### src/rtl/bludger_if.sv
// bludger_if: game datapath bundle between the ball controller and its neighbours
interface bludger_if;
  logic       serve_button;
  logic [9:0] team1_ver_pos;
  logic [9:0] team2_ver_pos;
  logic [9:0] ball_x;
  logic [9:0] ball_y;
  logic [3:0] team1_score;
  logic [3:0] team2_score;
  logic       goal;
  logic       game_over;
  logic [2:0] state;
  modport master (
    output serve_button, team1_ver_pos, team2_ver_pos,
    input  ball_x, ball_y, team1_score, team2_score, goal, game_over, state
  );
  modport slave (
    input  serve_button, team1_ver_pos, team2_ver_pos,
    output ball_x, ball_y, team1_score, team2_score, goal, game_over, state
  );
endinterface

### src/rtl/bludger_controller.sv
// bludger_controller: ball motion, bounces, goals, scores and serve/play/goal/over sequencing
module bludger_controller #(
  parameter int SCREEN_W      = 640,
  parameter int SCREEN_H      = 480,
  parameter int BALL_RADIUS   = 8,
  parameter int PLAYER_RADIUS = 35,
  parameter int TEAM1_HOR_POS = 100,
  parameter int TEAM2_HOR_POS = 540,
  parameter int STEP_PERIOD   = 100000,
  parameter int SERVE_DELAY   = 60,
  parameter int WIN_SCORE     = 7
) (
  input logic clk,
  input logic rst_n,
  bludger_if.slave bus
);
  typedef enum logic [2:0] {IDLE, SERVE, PLAY, GOAL, OVER} state_t;
  localparam int SW = (STEP_PERIOD > 1) ? $clog2(STEP_PERIOD) : 1;
  localparam int DW = $clog2(SERVE_DELAY + 1);
  localparam logic [9:0] CX   = 10'(SCREEN_W / 2);
  localparam logic [9:0] CY   = 10'(SCREEN_H / 2);
  localparam logic [9:0] HIT1 = 10'(TEAM1_HOR_POS + PLAYER_RADIUS + BALL_RADIUS);
  localparam logic [9:0] HIT2 = 10'(TEAM2_HOR_POS - PLAYER_RADIUS - BALL_RADIUS);
  localparam logic [9:0] LO   = 10'(BALL_RADIUS);
  localparam logic [9:0] GR   = 10'(SCREEN_W - 1 - BALL_RADIUS);
  localparam logic [9:0] YB   = 10'(SCREEN_H - 1 - BALL_RADIUS);
  state_t st;
  logic [SW-1:0] scnt;
  logic [DW-1:0] dcnt;
  logic dx_neg, dy_neg, nx_neg, ny_neg;
  logic tick, delay_done, hit1, hit2, goal_l, goal_r, won;
  logic signed [10:0] d1, d2, a1, a2;
  always_comb begin
    tick       = scnt == SW'(STEP_PERIOD - 1);
    delay_done = tick && dcnt == DW'(SERVE_DELAY - 1);
    d1         = $signed({1'b0, bus.ball_y}) - $signed({1'b0, bus.team1_ver_pos});
    d2         = $signed({1'b0, bus.ball_y}) - $signed({1'b0, bus.team2_ver_pos});
    a1         = d1 < 0 ? -d1 : d1;
    a2         = d2 < 0 ? -d2 : d2;
    hit1       = dx_neg && bus.ball_x == HIT1 && a1 <= $signed(11'(PLAYER_RADIUS));
    hit2       = !dx_neg && bus.ball_x == HIT2 && a2 <= $signed(11'(PLAYER_RADIUS));
    goal_l     = dx_neg && !hit1 && bus.ball_x == LO;
    goal_r     = !dx_neg && !hit2 && bus.ball_x == GR;
    nx_neg     = hit1 ? 1'b0 : hit2 ? 1'b1 : dx_neg;
    ny_neg     = (dy_neg && bus.ball_y == LO) ? 1'b0 : (!dy_neg && bus.ball_y == YB) ? 1'b1 : dy_neg;
    won        = bus.team1_score == 4'(WIN_SCORE) || bus.team2_score == 4'(WIN_SCORE);
  end
  assign bus.state = st;
  always_ff @(posedge clk) begin
    if (!rst_n) begin
      st              <= IDLE;
      scnt            <= '0;
      dcnt            <= '0;
      dx_neg          <= 1'b0;
      dy_neg          <= 1'b0;
      bus.ball_x      <= CX;
      bus.ball_y      <= CY;
      bus.team1_score <= '0;
      bus.team2_score <= '0;
      bus.goal        <= 1'b0;
      bus.game_over   <= 1'b0;
    end else begin
      scnt     <= tick ? '0 : scnt + 1'b1;
      bus.goal <= 1'b0;
      case (st)
        IDLE: if (bus.serve_button) begin
          st   <= SERVE;
          dcnt <= '0;
        end
        SERVE: if (tick) begin
          dcnt <= delay_done ? '0 : dcnt + 1'b1;
          st   <= delay_done ? PLAY : SERVE;
        end
        PLAY: if (tick) begin
          if (goal_l || goal_r) begin
            st              <= GOAL;
            dcnt            <= '0;
            bus.goal        <= 1'b1;
            bus.team1_score <= bus.team1_score + 4'(goal_r);
            bus.team2_score <= bus.team2_score + 4'(goal_l);
            dx_neg          <= goal_r;
          end else begin
            dx_neg     <= nx_neg;
            dy_neg     <= ny_neg;
            bus.ball_x <= nx_neg ? bus.ball_x - 1'b1 : bus.ball_x + 1'b1;
            bus.ball_y <= ny_neg ? bus.ball_y - 1'b1 : bus.ball_y + 1'b1;
          end
        end
        GOAL: if (tick) begin
          dcnt <= delay_done ? '0 : dcnt + 1'b1;
          if (delay_done) begin
            st            <= won ? OVER : SERVE;
            bus.game_over <= won;
            dy_neg        <= won ? dy_neg : 1'b0;
            bus.ball_x    <= won ? bus.ball_x : CX;
            bus.ball_y    <= won ? bus.ball_y : CY;
          end
        end
        OVER: if (bus.serve_button) begin
          st              <= SERVE;
          dcnt            <= '0;
          dx_neg          <= 1'b0;
          dy_neg          <= 1'b0;
          bus.ball_x      <= CX;
          bus.ball_y      <= CY;
          bus.team1_score <= '0;
          bus.team2_score <= '0;
          bus.game_over   <= 1'b0;
        end
        default: st <= IDLE;
      endcase
    end
  end
endmodule
### src/flat_wrapper.sv
// flat-port wrapper written by rule: the top's interface ports become plain ports
module bludger_controller_flat 
#(
  parameter int SCREEN_W      = 640,
  parameter int SCREEN_H      = 480,
  parameter int BALL_RADIUS   = 8,
  parameter int PLAYER_RADIUS = 35,
  parameter int TEAM1_HOR_POS = 100,
  parameter int TEAM2_HOR_POS = 540,
  parameter int STEP_PERIOD   = 100000,
  parameter int SERVE_DELAY   = 60,
  parameter int WIN_SCORE     = 7
)
  (clk, rst_n, bus_serve_button, bus_team1_ver_pos, bus_team2_ver_pos, bus_ball_x, bus_ball_y, bus_team1_score, bus_team2_score, bus_goal, bus_game_over, bus_state);
  bludger_if bus_i ();
  input logic clk;
  input logic rst_n;
  input wire logic [$bits(bus_i.serve_button)-1:0] bus_serve_button;
  input wire logic [$bits(bus_i.team1_ver_pos)-1:0] bus_team1_ver_pos;
  input wire logic [$bits(bus_i.team2_ver_pos)-1:0] bus_team2_ver_pos;
  output wire logic [$bits(bus_i.ball_x)-1:0] bus_ball_x;
  output wire logic [$bits(bus_i.ball_y)-1:0] bus_ball_y;
  output wire logic [$bits(bus_i.team1_score)-1:0] bus_team1_score;
  output wire logic [$bits(bus_i.team2_score)-1:0] bus_team2_score;
  output wire logic [$bits(bus_i.goal)-1:0] bus_goal;
  output wire logic [$bits(bus_i.game_over)-1:0] bus_game_over;
  output wire logic [$bits(bus_i.state)-1:0] bus_state;
  assign bus_i.serve_button = bus_serve_button;
  assign bus_i.team1_ver_pos = bus_team1_ver_pos;
  assign bus_i.team2_ver_pos = bus_team2_ver_pos;
  assign bus_ball_x = bus_i.ball_x;
  assign bus_ball_y = bus_i.ball_y;
  assign bus_team1_score = bus_i.team1_score;
  assign bus_team2_score = bus_i.team2_score;
  assign bus_goal = bus_i.goal;
  assign bus_game_over = bus_i.game_over;
  assign bus_state = bus_i.state;
  bludger_controller #(.SCREEN_W(SCREEN_W), .SCREEN_H(SCREEN_H), .BALL_RADIUS(BALL_RADIUS), .PLAYER_RADIUS(PLAYER_RADIUS), .TEAM1_HOR_POS(TEAM1_HOR_POS), .TEAM2_HOR_POS(TEAM2_HOR_POS), .STEP_PERIOD(STEP_PERIOD), .SERVE_DELAY(SERVE_DELAY), .WIN_SCORE(WIN_SCORE)) u_core (.clk(clk), .rst_n(rst_n), .bus(bus_i));
endmodule
### config.mk
export PLATFORM = sky130hd
export DESIGN_NAME = bludger_controller_flat
export DESIGN_NICKNAME = d
export VERILOG_FILES = /design/src/rtl/bludger_if.sv /design/src/rtl/bludger_controller.sv /design/src/flat_wrapper.sv
export SDC_FILE = /design/constraint.sdc
export NUM_CORES = 1
export LEC_CHECK = 0
export CELL_PAD_IN_SITES_DETAIL_PLACEMENT = 2
export CELL_PAD_IN_SITES_GLOBAL_PLACEMENT = 2
export CORE_MARGIN = 3
export CORE_UTILIZATION = 34
export CTS_BUF_LIST = sky130_fd_sc_hd__clkbuf_4 sky130_fd_sc_hd__clkbuf_8
export DETAILED_ROUTE_END_ITERATION = 7
export GPL_TIMING_DRIVEN = 0
export MAX_ROUTING_LAYER = met4
export PLACE_DENSITY_LB_ADDON = 0.3
export SLEW_MARGIN = 20
export SYNTH_ARGS = -nofsm -noshare
export SYNTH_HDL_FRONTEND = slang
export SYNTH_SLANG_ARGS = --single-unit
### constraint.sdc
create_clock -name clk -period 6.35 [get_ports clk]
set_input_delay 0.635 -clock clk [delete_from_list [all_inputs] [get_ports clk]]
set_output_delay 0.635 -clock clk [all_outputs]
set_load 0.02 [all_outputs]
==> summary.md, run 1 <==
| Metric | Value |
|---|---|
| FMAX | 170 MHz |
| Layout cell share with drive strength beyond 1 | 0.0403 |
| Hold path cells | 1 |
| CP max-delay cell | dfxtp_1 |
| All-layer global routing usage | 0.237 |
| Reg2Reg Depth | 23 |
| Number of port buffers | 54 |
| Fin cells | 871 |
| Longest Clk Path Bufs | 2 |
| GP Congestion | 0.849 |
| RSZ-0062 raised after global routing | no |
| Leak Pwr | 2.32 nW |
| Initial Util | 0.352 |
| Clk sinks | 58 |
| CP max stage delay | 0.53 ns |
| # diodes | 0 |
| CP delay by family, top | compound AO/OA/AOI/OAI gates |
| Most frequent cells in the layout | nor2_1, a21oi_1, dfxtp_1 |
| Clock Latency Late Sink | 0.37 ns |
| CTS tree | built |
| Slew HR | 0.522 |
| Sequential fraction of the synthesis area | 0.245 |
| Largest net degree at the start of global routing | 13 |
| Vias in the first global route | 5451 |
| Number of synthesized register bits | 58 |
| Area post-placement | 0.00549 mm2 |
| Total grt overflow | 0 |
| Ys Warns | 0 |
| Placed cell count | 850 |
| Total CTS buffers | 9 |
| Worst-path cell chain | inv_1 > ha_1 > fa_1 > nor2b_1 > o21a_1 > o21ai_1 > a31o_1 > o32a_1 > a21oi_1 > nand2_1 > a2111o_1 > a21oi_4 > ha_1 > a21o_1 > a21oi_1 > o21bai_1 > a21oi_1 > o21bai_1 > a21oi_1 > o21ai_0 > nand2b_1 > mux2i_1 > a311o_1 |
| Clock root buffer | clkbuf_8 |
| # DRC | 0 |
| Setup TNS | 0 ns |
| DR iter-0 viols | 253 |
| Power per cell area | 156 mW/mm2 |
| Worst Setup Path Type | reg -> reg |
| Die height | 124 um |
| Final Hold Fails | 0 |
| Wire per inst | 19.4 um |
| Vias/cell | 5.67 |
| Kind of start point of the critical path | flop |
| Initial antenna violation count | 0 |
| Outcome | finished clean |
| First-pass GRT wire length | 28000 um |
| ANT nets after route | 0 |
| Area grow syn2layout | 21.6% |
| Critical path depth | 23 |
| Clk slew on worst S/H paths | 0.08 ns |
| Post-CTS setup buffer count | 0 |
| Syn_nets | 691 |
| Synth cell types | 66 |
| Post-CTS sizing | 0 |
| Crit Path Max Fanout | 7 |
| Number of synthesized flops with an enable pin | 0 |
| Drt first pass iters | 6 |
| Worst hold path class | reg -> reg |
| Setup-failing EPs final | 0 |
| Asr flop ratio synth | 0 |
| Peak VDD IR | 0.120 mV |
| Crit path capture type | flop |
| Most common cell after layout, fill and taps aside | nor2_1 |
| Synthesized area per cell | 7.63 um2 |
| Fillers | 1565 |
| Post-Route WL | 16900 um |
| Most frequent CP cell | a21oi_1 |
| Top FF cell, synth | dfxtp_1 |
| # rows | 42 |
| Die area | 0.0154 mm2 |
| Hold_buf cts | 0 |
| CTS H-tree lvls | 3 |
| Crit share post-route | 0.924 |
| Max-slew violation count | 0 |
| DP Wirelength | 12200 um |
| Die X | 124 um |
| # IOs | 56 |
| CP Buf/Inv Count | 1 |
| Worst EP arrival | 6.13 ns |
| Crit path required time | 6.62 ns |
| # nets final | 761 |
| MaxCap Viol Count | 0 |
| Final Cell Area | 0.00576 mm2 |
| Via Count | 4937 |
| Clock Skews | 0.00741 ns |
| Tmin final | 5.87 ns |
| Worst Tran Pin Value | 0.712 ns |
| Post-Syn Area | 0.00473 mm2 |
| Total core area | 0.0135 mm2 |
| Tot Pwr | 0.898 mW |
| Mapped Cells | 620 |
[synth_stat cells, types with 4 or more instances]
cell type | instances | share of area
nor2_1 | 72 | 0.057
a21oi_1 | 62 | 0.066
dfxtp_1 | 58 | 0.25
nand2_1 | 47 | 0.037
ha_1 | 44 | 0.12
inv_1 | 36 | 0.029
nand3_1 | 25 | 0.026
nor3_1 | 23 | 0.024
xnor2_1 | 23 | 0.043
clkbuf_1 | 17 | 0.013
o21ai_0 | 16 | 0.017
xor2_1 | 15 | 0.028
nor4_1 | 12 | 0.016
and3_1 | 11 | 0.015
nand2b_1 | 11 | 0.015
o21a_1 | 11 | 0.017
nand4_1 | 9 | 0.012
o21ai_1 | 9 | 0.0095
o21bai_1 | 9 | 0.014
a21o_1 | 8 | 0.013
or3_1 | 8 | 0.011
a211oi_1 | 6 | 0.0095
and2_1 | 6 | 0.0079
mux2i_1 | 5 | 0.011
nor2b_1 | 5 | 0.0066
fa_1 | 4 | 0.017
o2111ai_1 | 4 | 0.0074
o211ai_1 | 4 | 0.0063
[sequential cells by signal (all words and copies together) (netlist names)]
register and flops:
u_core.bus.ball_x 10, u_core.bus.ball_y 10, u_core.bus.game_over 1, u_core.bus.goal 1, u_core.bus.state 3, u_core.bus.team1_score 4
u_core.bus.team2_score 4, u_core.dcnt 6, u_core.dx_neg 1, u_core.dy_neg 1, u_core.scnt 17
[through the flow]
step                      setup WS [ns]  hold WS [ns]  utilization
after floorplan                    1.19         0.413            -
after global placement            0.158         0.428        0.408
after detailed placement        -0.0417         0.440        0.408
after CTS                         0.301         0.467        0.425
after global routing             0.0477         0.489        0.428
final                             0.484         0.458        0.428
[per-layer routing]
metal | track usage | wire (um) | vias to the layer above
li1 | - | - | 2385
met1 | 0.288 | 7590 | 2480
met2 | 0.416 | 8820 | 58
met3 | 0.0277 | 305 | 14
met4 | 0.0637 | 180 | 0
met5 | - | 0 | -
[worst paths after layout]
path                        startpoint                   end  slack (ns)
setup / recovery  u_core.bus.ball_y[0]  u_core.bus.ball_x[9]        0.48
hold / removal          u_core.scnt[0]        u_core.scnt[0]        0.46
hold reg to reg         u_core.scnt[0]        u_core.scnt[0]        0.46
setup reg to reg  u_core.bus.ball_y[0]  u_core.bus.ball_x[9]        0.48
[cell type report]
type                            count  area [um2]  area share
Clock inverter                      7         101      0.0176
Timing Repair Buffer               59         578       0.100
Multi-Input combinational cell    508        3370       0.585
Tap cell                          176         220      0.0383
Clock buffer                        9         124      0.0215
Inverter                           36         135      0.0235
Buffer                             18        68.8      0.0120
Sequential cell                    58        1160       0.202
[power by group]
part           switching [mW]  internal [mW]  total, mW
sequential            0.00230          0.366      0.368
clock                   0.185          0.224      0.409
combinational          0.0690         0.0509      0.120
[kinds of logic (layout without fill, tap and decap cells)]
group	Yosys count	after routing	synth area share
AOI/OAI and AO/OA	162	162	0.223
xor gates and xnor gates	38	38	0.0703
adders and majority gates	48	48	0.133
buffers and inverters	54	129	0.0431
DFF	58	58	0.245
muxes	7	7	0.0153
and+or+nand+nor	253	253	0.269
No activity file was read; power rests on OpenSTA's default activity.
==> run 2, diff against run 1 <==
Settings changed: PLACE_DENSITY set to 0.82, PLACE_DENSITY_LB_ADDON 0.3 to unset.
==> run 2 against run 1 <==
Net effect:
- wire length decreased by 2.6%
- maximum frequency down 0.78%
- total power shrank 9.9%
- via count is 0.65% lower
- sequential cell count is the same
- global-route usage fell by 0.77 points
- core utilization decreased by 0.25 points
- combinational power about the same
- die area unchanged
- largest cell class unchanged
==> summary.md, run 2 (same netlist as run 1, synthesis figures left out) <==
| Metric | Value |
|---|---|
| Outcome | finished clean |
| Total CTS buffers | 9 |
| Crit path required time | 6.58 ns |
| First-pass GRT wire length | 27400 um |
| # nets final | 762 |
| CTS H-tree lvls | 3 |
| Hold_buf cts | 0 |
| MaxCap Viol Count | 0 |
| # IOs | 56 |
| Final Hold Fails | 0 |
| Clock root buffer | clkbuf_8 |
| WHS | 0.454 ns |
| Number of port buffers | 54 |
| Post-Route WL | 16500 um |
| Top Registers | u_core.scnt: 17 flops, u_core.bus.ball_x: 10 flops, u_core.bus.ball_y: 10 flops |
| Longest Clk Path Bufs | 2 |
| Max-slew violation count | 0 |
| Clock Latency Late Sink | 0.35 ns |
| CP Buf/Inv Count | 1 |
| Worst-path cell chain | clkdlybuf4s50_1 > ha_1 > fa_1 > nor2b_1 > o2111ai_1 > a21oi_2 > o21a_1 > o32a_1 > a21oi_1 > a211o_1 > a2111o_1 > a21oi_4 > ha_1 > a21o_1 > a21oi_1 > o21bai_1 > a21oi_1 > o21bai_1 > a21oi_1 > o21ai_0 > nand2b_1 > mux2i_1 > a311o_1 |
| Reg2Reg Depth | 22 |
| Area post-placement | 0.00549 mm2 |
| Peak VDD IR | 0.119 mV |
| Largest net degree at the start of global routing | 13 |
| GP Congestion | 0.828 |
| Setup-failing EPs final | 0 |
| Drt first pass iters | 4 |
| Total core area | 0.0135 mm2 |
| R2r endpoint | u_core.bus.ball_x[9] |
| Worst Tran Pin Value | 0.715 ns |
| # diodes | 0 |
| Crit Path Max Fanout | 8 |
| Layout cell share with drive strength beyond 1 | 0.0445 |
| Largest Register | u_core.scnt |
| Fillers | 1609 |
| Worst Setup Path Type | in -> reg |
| Total grt overflow | 0 |
| Die area | 0.0154 mm2 |
| Clk slew on worst S/H paths | 0.08 ns |
| Tmin final | 5.91 ns |
| Leak Pwr | 2.30 nW |
| DP Wirelength | 12400 um |
| Reg-to-Reg Start | u_core.bus.ball_y[1] |
| Clock Skews | 0.0159 ns |
| Vias in the first global route | 5429 |
| FMAX | 169 MHz |
| DR iter-0 viols | 243 |
| CP Launch Point | bus_team2_ver_pos[0] |
| Most frequent cells in the layout | nor2_1, a21oi_1, dfxtp_1 |
| # rows | 42 |
| Kind of start point of the critical path | input pin |
| CP endpoint | u_core.bus.ball_x[9] |
| CP max stage delay | 0.42 ns |
| Tot Pwr | 0.808 mW |
| Critical path depth | 23 |
| Die height | 124 um |
| CP max-delay cell | clkdlybuf4s50_1 |
| ANT nets after route | 0 |
| Slew HR | 0.520 |
| Worst EP arrival | 6.14 ns |
| Initial Util | 0.352 |
| Vias/cell | 5.63 |
| Crit share post-route | 0.931 |
| Max FFs per register | 17 |
| Crit path capture type | flop |
| Die X | 124 um |
| Final Cell Area | 0.00572 mm2 |
| Via Count | 4905 |
| Most common cell after layout, fill and taps aside | nor2_1 |
| Clk sinks | 58 |
| Setup slack, reg-to-reg | 0.50 ns |
| # DRC | 0 |
| Most frequent CP cell | a21oi_1 |
| Worst hold path class | reg -> reg |
| Power per cell area | 141 mW/mm2 |
| Initial antenna violation count | 0 |
| CP delay by family, top | compound AO/OA/AOI/OAI gates |
| All-layer global routing usage | 0.229 |
| CTS tree | built |
| Area grow syn2layout | 20.9% |
| Wire per inst | 18.9 um |
| Setup TNS | 0 ns |
[run 2: final cells by class]
class                      instances  area (um2)  share of cell area
multi-input combinational        508        3370               0.589
sequential                        58        1160               0.203
timing repair buffer              60         586               0.102
tap                              176         220              0.0385
clock buffer                      10         138              0.0240
inverter                          36         135              0.0236
buffer                            18        68.8              0.0120
clock inverter                     6        41.3             0.00721
[run 2: power breakdown]
part / internal (mW) / switching (mW)
Clock: 0.152 / 0.168
Combinational: 0.0510 / 0.0690
Sequential: 0.366 / 0.00236
Total: 0.569 / 0.240
[run 2: timing repair]
| item | CTS | global route |
|---|---|---|
| endpoints found under the hold margin | 0 | 0 |
| buffers inserted | 0 | 6 |
| resized for setup | 0 | 2 |
| setup endpoints to repair | 0 | 1 |
[run 2: worst min path at each step]
stage / from / endpoint / slack [ns] / cells after the start
detailed placement: u_core.scnt[0] / u_core.scnt[0] / 0.45 / 1
floorplan: u_core.scnt[0] / u_core.scnt[0] / 0.41 / 1
global route: u_core.scnt[0] / u_core.scnt[0] / 0.48 / 1
CTS: u_core.scnt[0] / u_core.scnt[0] / 0.46 / 1
finish: u_core.scnt[0] / u_core.scnt[0] / 0.45 / 1
global placement: u_core.scnt[0] / u_core.scnt[0] / 0.43 / 1
[run 2: per-stage QoR]
step / utilization / worst slack (ns) / cells
finish: 0.425 / 0.437 / 872
global route: 0.425 / -0.00867 / 872
CTS: 0.422 / 0.154 / 866
detailed placement: 0.408 / -0.114 / 850
global placement: 0.408 / 0.0950 / 850
floorplan: - / 1.19 / 620
[run 2: worst register-to-register path, delay by kind of cell, from the launching register on]
family,cells,cell delay [ns]
AOI/OAI and AO/OA,16,3.67
adders and majority gates,2,0.79
DFF,1,0.60
and+or+nand+nor,2,0.42
buffers and inverters,1,0.18
muxes,1,0.08
[run 2: metal layers]
| metal | wire, um | up-vias | global-route usage |
|---|---|---|---|
| li1 | - | 2384 | - |
| met1 | 7500 | 2450 | 0.285 |
| met2 | 8450 | 60 | 0.406 |
| met3 | 370 | 11 | 0.0263 |
| met4 | 140 | 0 | 0.0418 |
| met5 | 0 | - | - |
